<file path="src/rtl/mem_bus_arbiter_nexys3.sv">
// Shared PSRAM/PCM bus arbiter for the Nexys3 memory pins.
// Two requesters (PSRAM side, PCM side) compete for one set of pins. The
// owner holds its request for a whole burst. Every change of owner inserts
// TURN_CYCLES idle bus cycles. An owner that keeps the bus for MAX_HOLD
// cycles while the other side waits is revoked. All pins come from registers.
module mem_bus_arbiter_nexys3 #(
  parameter int unsigned TURN_CYCLES = 2,   // idle cycles per owner change (1..15)
  parameter int unsigned MAX_HOLD    = 256  // 0 disables the hold limit
) (
  input  logic        clk,
  input  logic        rst_n,
  // PSRAM requester
  input  logic        ram_req,
  output logic        ram_grant,
  input  logic        ram_ce_i,
  input  logic        ram_oe_i,
  input  logic        ram_we_i,
  input  logic [22:0] ram_addr_i,
  input  logic [15:0] ram_dout_i,
  // PCM requester
  input  logic        pcm_req,
  output logic        pcm_grant,
  input  logic        pcm_ce_i,
  input  logic        pcm_oe_i,
  input  logic        pcm_we_i,
  input  logic [22:0] pcm_addr_i,
  input  logic [15:0] pcm_dout_i,
  // shared memory pins
  output logic        ram_ce_n,
  output logic        pcm_ce_n,
  output logic        mem_oe_n,
  output logic        mem_we_n,
  output logic [22:0] mem_addr,
  output logic [15:0] mem_dout,
  input  logic [15:0] mem_din,
  output logic [15:0] ram_din,
  output logic [15:0] pcm_din
);

  typedef enum logic [1:0] {
    IDLE    = 2'd0,
    OWN_RAM = 2'd1,
    OWN_PCM = 2'd2,
    TURN    = 2'd3
  } state_t;

  // Hold counter only needs to reach MAX_HOLD; keep at least one bit.
  localparam int unsigned HOLD_W = (MAX_HOLD > 1) ? $clog2(MAX_HOLD + 1) : 1;
  localparam logic [HOLD_W-1:0] HOLD_LIMIT = HOLD_W'(MAX_HOLD);
  localparam logic [3:0] TURN_LAST = 4'(TURN_CYCLES - 1);

  state_t            state_q, state_d;
  logic              last_pcm_q, last_pcm_d;   // 1: PCM owned the bus last
  logic [HOLD_W-1:0] hold_q, hold_d;
  logic [3:0]        turn_q, turn_d;
  logic              ram_grant_q, ram_grant_d;
  logic              pcm_grant_q, pcm_grant_d;
  logic              ram_ce_n_q, ram_ce_n_d;
  logic              pcm_ce_n_q, pcm_ce_n_d;
  logic              mem_oe_n_q, mem_oe_n_d;
  logic              mem_we_n_q, mem_we_n_d;
  logic [22:0]       mem_addr_q, mem_addr_d;
  logic [15:0]       mem_dout_q, mem_dout_d;

  // Pick the next owner; on a tie the side that did not own the bus last wins.
  function automatic state_t arbitrate(input logic rq, input logic pq, input logic last_pcm);
    if (rq && pq) return last_pcm ? OWN_RAM : OWN_PCM;
    if (rq)       return OWN_RAM;
    if (pq)       return OWN_PCM;
    return IDLE;
  endfunction

  // Next-state, hold/turn counters and last-owner tracking.
  always_comb begin
    state_d    = state_q;
    last_pcm_d = last_pcm_q;
    hold_d     = hold_q;
    turn_d     = turn_q;
    case (state_q)
      IDLE: begin
        state_d = arbitrate(ram_req, pcm_req, last_pcm_q);
      end
      OWN_RAM: begin
        if (!ram_req) begin
          state_d = TURN;
        end else if (pcm_req) begin
          hold_d = hold_q + HOLD_W'(1);
          if ((MAX_HOLD != 0) && (hold_d == HOLD_LIMIT)) state_d = TURN;
        end
      end
      OWN_PCM: begin
        if (!pcm_req) begin
          state_d = TURN;
        end else if (ram_req) begin
          hold_d = hold_q + HOLD_W'(1);
          if ((MAX_HOLD != 0) && (hold_d == HOLD_LIMIT)) state_d = TURN;
        end
      end
      TURN: begin
        if (turn_q == TURN_LAST) begin
          turn_d  = 4'd0;
          state_d = arbitrate(ram_req, pcm_req, last_pcm_q);
        end else begin
          turn_d = turn_q + 4'd1;
        end
      end
      default: state_d = IDLE;
    endcase
    // A fresh ownership starts with a clean hold count and records its owner.
    if ((state_d != state_q) && ((state_d == OWN_RAM) || (state_d == OWN_PCM))) begin
      hold_d     = '0;
      last_pcm_d = (state_d == OWN_PCM);
    end
  end

  // Grants and pin values: a grant is held only while its OWN state persists,
  // and the pins follow the owner only while its grant stays high across the edge.
  always_comb begin
    ram_grant_d = (state_q == OWN_RAM) && (state_d == OWN_RAM);
    pcm_grant_d = (state_q == OWN_PCM) && (state_d == OWN_PCM);
    ram_ce_n_d  = 1'b1;
    pcm_ce_n_d  = 1'b1;
    mem_oe_n_d  = 1'b1;
    mem_we_n_d  = 1'b1;
    mem_addr_d  = mem_addr_q;
    mem_dout_d  = mem_dout_q;
    if (ram_grant_q && ram_grant_d) begin
      ram_ce_n_d = ~ram_ce_i;
      mem_oe_n_d = ~ram_oe_i;
      mem_we_n_d = ~(ram_we_i & ~ram_oe_i);  // never write while the device reads
      mem_addr_d = ram_addr_i;
      mem_dout_d = ram_dout_i;
    end else if (pcm_grant_q && pcm_grant_d) begin
      pcm_ce_n_d = ~pcm_ce_i;
      mem_oe_n_d = ~pcm_oe_i;
      mem_we_n_d = ~(pcm_we_i & ~pcm_oe_i);
      mem_addr_d = pcm_addr_i;
      mem_dout_d = pcm_dout_i;
    end
  end

  // All state and pin registers; reset forces an idle bus immediately.
  always_ff @(posedge clk or negedge rst_n) begin
    if (!rst_n) begin
      state_q     <= IDLE;
      last_pcm_q  <= 1'b1;
      hold_q      <= '0;
      turn_q      <= 4'd0;
      ram_grant_q <= 1'b0;
      pcm_grant_q <= 1'b0;
      ram_ce_n_q  <= 1'b1;
      pcm_ce_n_q  <= 1'b1;
      mem_oe_n_q  <= 1'b1;
      mem_we_n_q  <= 1'b1;
      mem_addr_q  <= '0;
      mem_dout_q  <= '0;
    end else begin
      state_q     <= state_d;
      last_pcm_q  <= last_pcm_d;
      hold_q      <= hold_d;
      turn_q      <= turn_d;
      ram_grant_q <= ram_grant_d;
      pcm_grant_q <= pcm_grant_d;
      ram_ce_n_q  <= ram_ce_n_d;
      pcm_ce_n_q  <= pcm_ce_n_d;
      mem_oe_n_q  <= mem_oe_n_d;
      mem_we_n_q  <= mem_we_n_d;
      mem_addr_q  <= mem_addr_d;
      mem_dout_q  <= mem_dout_d;
    end
  end

  assign ram_grant = ram_grant_q;
  assign pcm_grant = pcm_grant_q;
  assign ram_ce_n  = ram_ce_n_q;
  assign pcm_ce_n  = pcm_ce_n_q;
  assign mem_oe_n  = mem_oe_n_q;
  assign mem_we_n  = mem_we_n_q;
  assign mem_addr  = mem_addr_q;
  assign mem_dout  = mem_dout_q;
  // Read data goes straight through; each owner samples it on its own timing.
  assign ram_din   = mem_din;
  assign pcm_din   = mem_din;

endmodule

</file>
<file path="config.mk">
export PLATFORM = sky130hd
export DESIGN_NAME = mem_bus_arbiter_nexys3
export DESIGN_NICKNAME = d
export VERILOG_FILES = /design/src/rtl/mem_bus_arbiter_nexys3.sv
export SDC_FILE = /design/constraint.sdc
export NUM_CORES = 1
export LEC_CHECK = 0
export CORE_ASPECT_RATIO = 1.25
export CORE_UTILIZATION = 39
export DETAILED_ROUTE_END_ITERATION = 10
export GPL_ROUTABILITY_DRIVEN = 0
export HOLD_SLACK_MARGIN = 0.03
export PLACE_DENSITY = 0.82
export SYNTH_ARGS = -nofsm -noshare
export SYNTH_HDL_FRONTEND = slang
export SYNTH_SLANG_ARGS = --single-unit
</file>
<file path="constraint.sdc">
create_clock -name clk -period 3.55 [get_ports clk]
set_input_delay 0.355 -clock clk [delete_from_list [all_inputs] [get_ports clk]]
set_output_delay 0.355 -clock clk [all_outputs]
set_load 0.03 [all_outputs]
</file>
# Word level (Yosys, flattened, before mapping)
# Cells that the tools add are included.
# totals
out_inout_bits	77
inputBits	104
reg_bits	61
word_cells	98
# classes
n_addsub	2
n_bitwise	8
reduce_logical	11
eq_ne	12
n_mux	53
# ops
op	count
$mux 23	2
$mux 9	5
$mux 16	2
$mux 2	16
$mux 1	25
$pmux 9 s2	1
$ne 3x3->1 const B	4
$add 9x1->9 const B	1
$eq 9x9->1 const B	1
$pmux 2 s4	1
$eq 2x2->1 const B	3
$logic_and 1x1->1	6
$not 1->1	6
$reduce_and 5->1	1
$add 4x1->4 const B	1
$eq 2x1->1 const B	2
$eq 4x1->1 const B	1
$mux 4	1
$reduce_bool 3->1	1
$and 1x1->1	2
$logic_not 2->1	1
$ne 2x2->1	1
$reduce_bool 2->1	1
$logic_or 1x1->1	1

# Logic depth before layout (Yosys ltp)
# depth
ltp_word	21
depth_mapped	12
depth_no_buf	11

# Least setup slack after synthesis
# Ideal clock, no wire load.
# synth_path
path_kind	register -> register
startpoint	register turn_q[3]
endpoint	register mem_addr_q[20], in the netlist mem_addr[20]
arrival_ns	2.618
setup_ns	0.082
path_slack_ns	0.850
stages_incl_launch_ff	11
synth_period_minus_slack_ns	2.700
n_path_buf	1
required_time_ns	3.468
path_cell_list	dfrtp_1 > or4b_4 > or2_2 > and2_1 > or2_2 > ha_1 > and2_1 > nand2_1 > clkbuf_1 > nand2_1 > a31oi_1
# synth_between
elab_chain_len	7
elab_cells_between_ends	11
cone_classes	eq/ne (3); mux (3); reduce/logical (5)
# synth_rtl
item	line_no	source
from (decl)	55	logic [3:0] turn_q, turn_d;
from (signal assigned)	161	turn_q <= turn_d;
$eq 4x1->1	100	if (turn_q == TURN_LAST) begin
$mux 2	100	
$pmux 2 s4	79	case (state_q)
named net state_d[1]	52	state_t state_q, state_d;
$eq 2x2->1	120	pcm_grant_d = (state_q == OWN_PCM) && (state_d == OWN_PCM);
$logic_and 1x1->1	120	
named net pcm_grant_d	57	logic pcm_grant_q, pcm_grant_d;
$logic_and 1x1->1	133	end else if (pcm_grant_q && pcm_grant_d) begin
$reduce_bool 2->1 (no line)	-	
to (signal assigned)	168	mem_addr_q <= mem_addr_d;
to (decl)	62	logic [22:0] mem_addr_q, mem_addr_d;
# The timed path passes the listed nets, and every way through them passes these cells.
# A chain may end at the register's enable or synchronous reset.

# Worst setup path after layout
# layout_path
startpoint	register hold_q[0]
endpoint	register mem_addr_q[14], in the netlist mem_addr[14]
# layout_between
elab_chain_len	10
elab_cells_between_ends	16
cone_classes	add/sub (1); eq/ne (3); mux (7); reduce/logical (5)
# layout_rtl
item	line_no	source
from (decl)	54	logic [HOLD_W-1:0] hold_q, hold_d;
from (signal assigned)	160	hold_q <= hold_d;
$add 9x1->9 (*)	87, 95	
$eq 9x9->1 (*)	88, 96	
$mux 2 (*)	88, 96	
$mux 2 (on tied branches)	94, 86	
$mux 2 (on tied branches)	92, 84	
$pmux 2 s4 (*)	79	
$eq 2x1->1 (*)	119	ram_grant_d = (state_q == OWN_RAM) && (state_d == OWN_RAM);
$logic_and 1x1->1 (*)	119	
named net ram_grant_d	56	logic ram_grant_q, ram_grant_d;
$logic_and 1x1->1 (*)	127	if (ram_grant_q && ram_grant_d) begin
$mux 23 or $reduce_bool 2->1 (tied branches)	-	
# Mark *: on every way through the listed nets, which the timed path passes. The rest lies on a longest branch.

==> results_dict.tcl <==
set metrics [dict create \
    synth.top_cell.area_share 0.440 \
    p_sw_frac 0.403 \
    finalPower_mw 3.40 \
    rsz0062_at_grt "false" \
    max-vdd-ir-drop_mv 0.440 \
    crit_chain "ha_1 -> nand2_1 -> and4b_1 -> o31ai_1 -> a21oi_1 -> nor2_1 -> ha_1 -> and2_1 -> nand2_2 -> buf_4 -> nor2_1 -> a31oi_1" \
    clk_path_buf_depth 2 \
    multiInputGateArea_mm2 0.00130 \
    slew_headroom 0.476 \
    antenna_found_initial 0 \
    pre_cts_slack_ns 0.501 \
    fin_crit_sh 0.866 \
    wl_per_cell_um 14.8 \
    synthMuxAreaShare 0.00786 \
    io_pins 181 \
    placed_cells 544 \
    r2r-start "hold_q[0]$_DFFE_PN0P_" \
    fmax_mhz 325 \
    postLayoutCellArea_mm2 0.00451 \
    avgSynthCellArea_um2 8.69 \
    maxSlewViolCount 0 \
    worst-path-max-fanout 46 \
    initial_core_util 0.406 \
    seq_area_frac_synth 0.482 \
    rrSetupSlack_ns 0.48 \
    layout_setup_ws_ns 0.475 \
    cts_resized 0 \
    fp.dieW_um 82.8 \
    dr_total_vias 2894 \
    syn_area_mm2 0.00318 \
    synth-xor-area-share 0.0303 \
    tightest_slew_ns 0.786 \
    p_int_mw 2.03 \
    yosys-top-cells-area "dfrtp_1, nand2_1, buf_4" \
    cts_max_level 3 \
    synth-compound-area-share 0.116 \
    grt_pass1_wl_um 12700 \
    fin_util 0.575 \
    maxCapViolCount 0 \
    syn_nets 473 \
    hold_ws_ns 0.106 \
    power_frac_seq 0.338 \
    dpl-instance-area_mm2 0.00431 \
    fillers 687 \
    critPathRequiredTime_ns 3.80 \
    cts_buffers 9 \
    synth-edff-count 0 \
    period_minus_slack_ns 3.07 \
    num_antenna_cells 0 \
    yosys-top-cells-count "nand2_1, dfrtp_1, nor2_1, a31oi_1, buf_4" \
    clockPowerShare 0.177 \
    switchingPower_mw 1.37 \
    status "completed" \
    synth_top_family_by_area "simple AND/OR/NAND/NOR gates" \
    coreArea_mm2 0.00784 \
    vias_per_cell 5.17 \
    nets 567 \
    synth.largest_area_cell "dfrtp_1" \
    path_clk_slew_ns 0.08 \
    port_buffers 132 \
    grtUsageTotal 0.196 \
    rows 36 \
    gr-total-overflow 0 \
    hold_violations 0 \
    reg2regPathDepth 12 \
    drc 0 \
    areaGrowthSynthToFinish_pct 41.6 \
    clock_latency_ns 0.33 \
    critical_path_class "flop to flop" \
    instances_no_fill 560 \
    root_buffer "clkbuf_8" \
    dieArea_mm2 0.00853 \
    final-setup-viol-count 0 \
    hold_path_class "primary input to async pin" \
    max_stage_delay_ns 0.48 \
    clock_sinks 61 \
    synth_fa_ha_area_frac 0.0118 \
    powerDensity_mw_per_mm2 755 \
    die_h_um 103 \
    yosysMostFrequentCell "nand2_1" \
    cts_hold_buf 0 \
    drtIter0Drc 121 \
    postRouteAntennaNets 0 \
    firstDrtPassIters 4 \
    ys_seq_elements 61 \
    power_leakage_nw 1.91 \
    dp_hpwl_um 5980 \
    yosys_warnings 0 \
    grt_max_degree 47 \
    cts_tree "built" \
    ff_latch_area_mm2 0.00153 \
    drive_above_1_share 0.0731 \
    arrival_ns 3.32 \
    async_reset_ff_frac 1.00 \
    synthDistinctLibCells 42 \
    synthFlopType "dfrtp_1" \
    finalSetupTns_ns 0 \
    slowest_stage "buf_4" \
    combPwrFrac 0.485 \
    r2r_end "mem_addr[14]$_DFFE_PN0P_" \
    startpoint_type "flop" \
    post_cts_buffers 0 \
    clock_skew_ns 0.0105 \
    wl_um 8290 \
    synth-simple-area-share 0.241 \
    grt_pass1_vias 2787 \
    synthCells 366 \
    critPathCaptureType "flop" \
]
## state kept, by name (all words and copies together), names as in the netlist
register    cells
mem_addr       23
pcm_grant       1
mem_we_n        1
ram_grant       1
state_q         2
pcm_ce_n        1
turn_q          4
ram_ce_n        1
mem_oe_n        1
hold_q          9
mem_dout       16
last_pcm_q      1
## cell usage in the layout, fill, tap and decap left out, drive strengths merged, types with 3 or more instances in the layout
cell type,instances
dfstp,5
ha,3
buf,5
clkbuf,10
xor2,3
and2,3
nand3,4
dfrtp,56
clkinv,3
nor3,6
inv,5
a21oi,5
clkdlybuf4s50,131
a31oi,40
nor2,54
nand4,4
xnor2,8
nand2,90
## critical path: cells and delay by family, from the launching register on
kind / cells / cell delay, ns
flip-flops: 1 / 0.41
buffers and inverters: 1 / 0.48
adder cells (fa/ha/maj): 2 / 0.45
AO/OA/AOI/OAI: 3 / 0.49
AND/OR/NAND/NOR: 6 / 1.14
## worst max path at each step
stage / from / end / slack [ns] / cells past startpoint
after floorplan: turn_q[3]$_DFFE_PN0N_ / mem_addr[20]$_DFFE_PN0P_ / 0.85 / 10
after global placement: hold_q[0]$_DFFE_PN0P_ / mem_addr[17]$_DFFE_PN0P_ / 0.61 / 12
after detailed placement: hold_q[0]$_DFFE_PN0P_ / mem_dout[0]$_DFFE_PN0P_ / 0.50 / 12
after CTS: hold_q[0]$_DFFE_PN0P_ / mem_dout[0]$_DFFE_PN0P_ / 0.50 / 12
after global routing: hold_q[0]$_DFFE_PN0P_ / mem_dout[3]$_DFFE_PN0P_ / 0.17 / 12
final: hold_q[0]$_DFFE_PN0P_ / mem_addr[14]$_DFFE_PN0P_ / 0.48 / 12
## kinds of logic (layout without fill, tap and decap cells)
kind of cell	after synthesis	after routing
buf+inv	58	157
xor+xnor	11	11
simple gates	176	176
mux	2	2
fa+ha+maj	3	3
compound gates	55	55
flops	61	61
## power by group through the flow
stage | logic (mW) | registers (mW) | clock network [mW]
5_1_grt | 1.78 | 1.18 | 0.664
3_5_place_dp | 1.65 | 1.16 | 0
6_report | 1.65 | 1.15 | 0.603
4_1_cts | 1.66 | 1.15 | 0.624
2_1_floorplan | 0.577 | 1.59 | 0
3_3_place_gp | 1.63 | 1.15 | 0
## final cells by class
cell class                      count  area share
Tap cell                           95      0.0264
Timing Repair Buffer              136       0.299
Sequential cell                    61       0.340
Clock buffer                       10      0.0283
Inverter                            5     0.00417
Clock inverter                      6      0.0142
Multi-Input combinational cell    247       0.288
## layer usage
layer  track usage  vias to the layer above  share of wire
li1              -                     1379              -
met3        0.0681                       40          0.081
met5             0                        -              0
met1         0.208                     1364           0.39
met2         0.335                      111           0.49
met4         0.107                        0          0.037
Power figures use the tool's default switching activity.
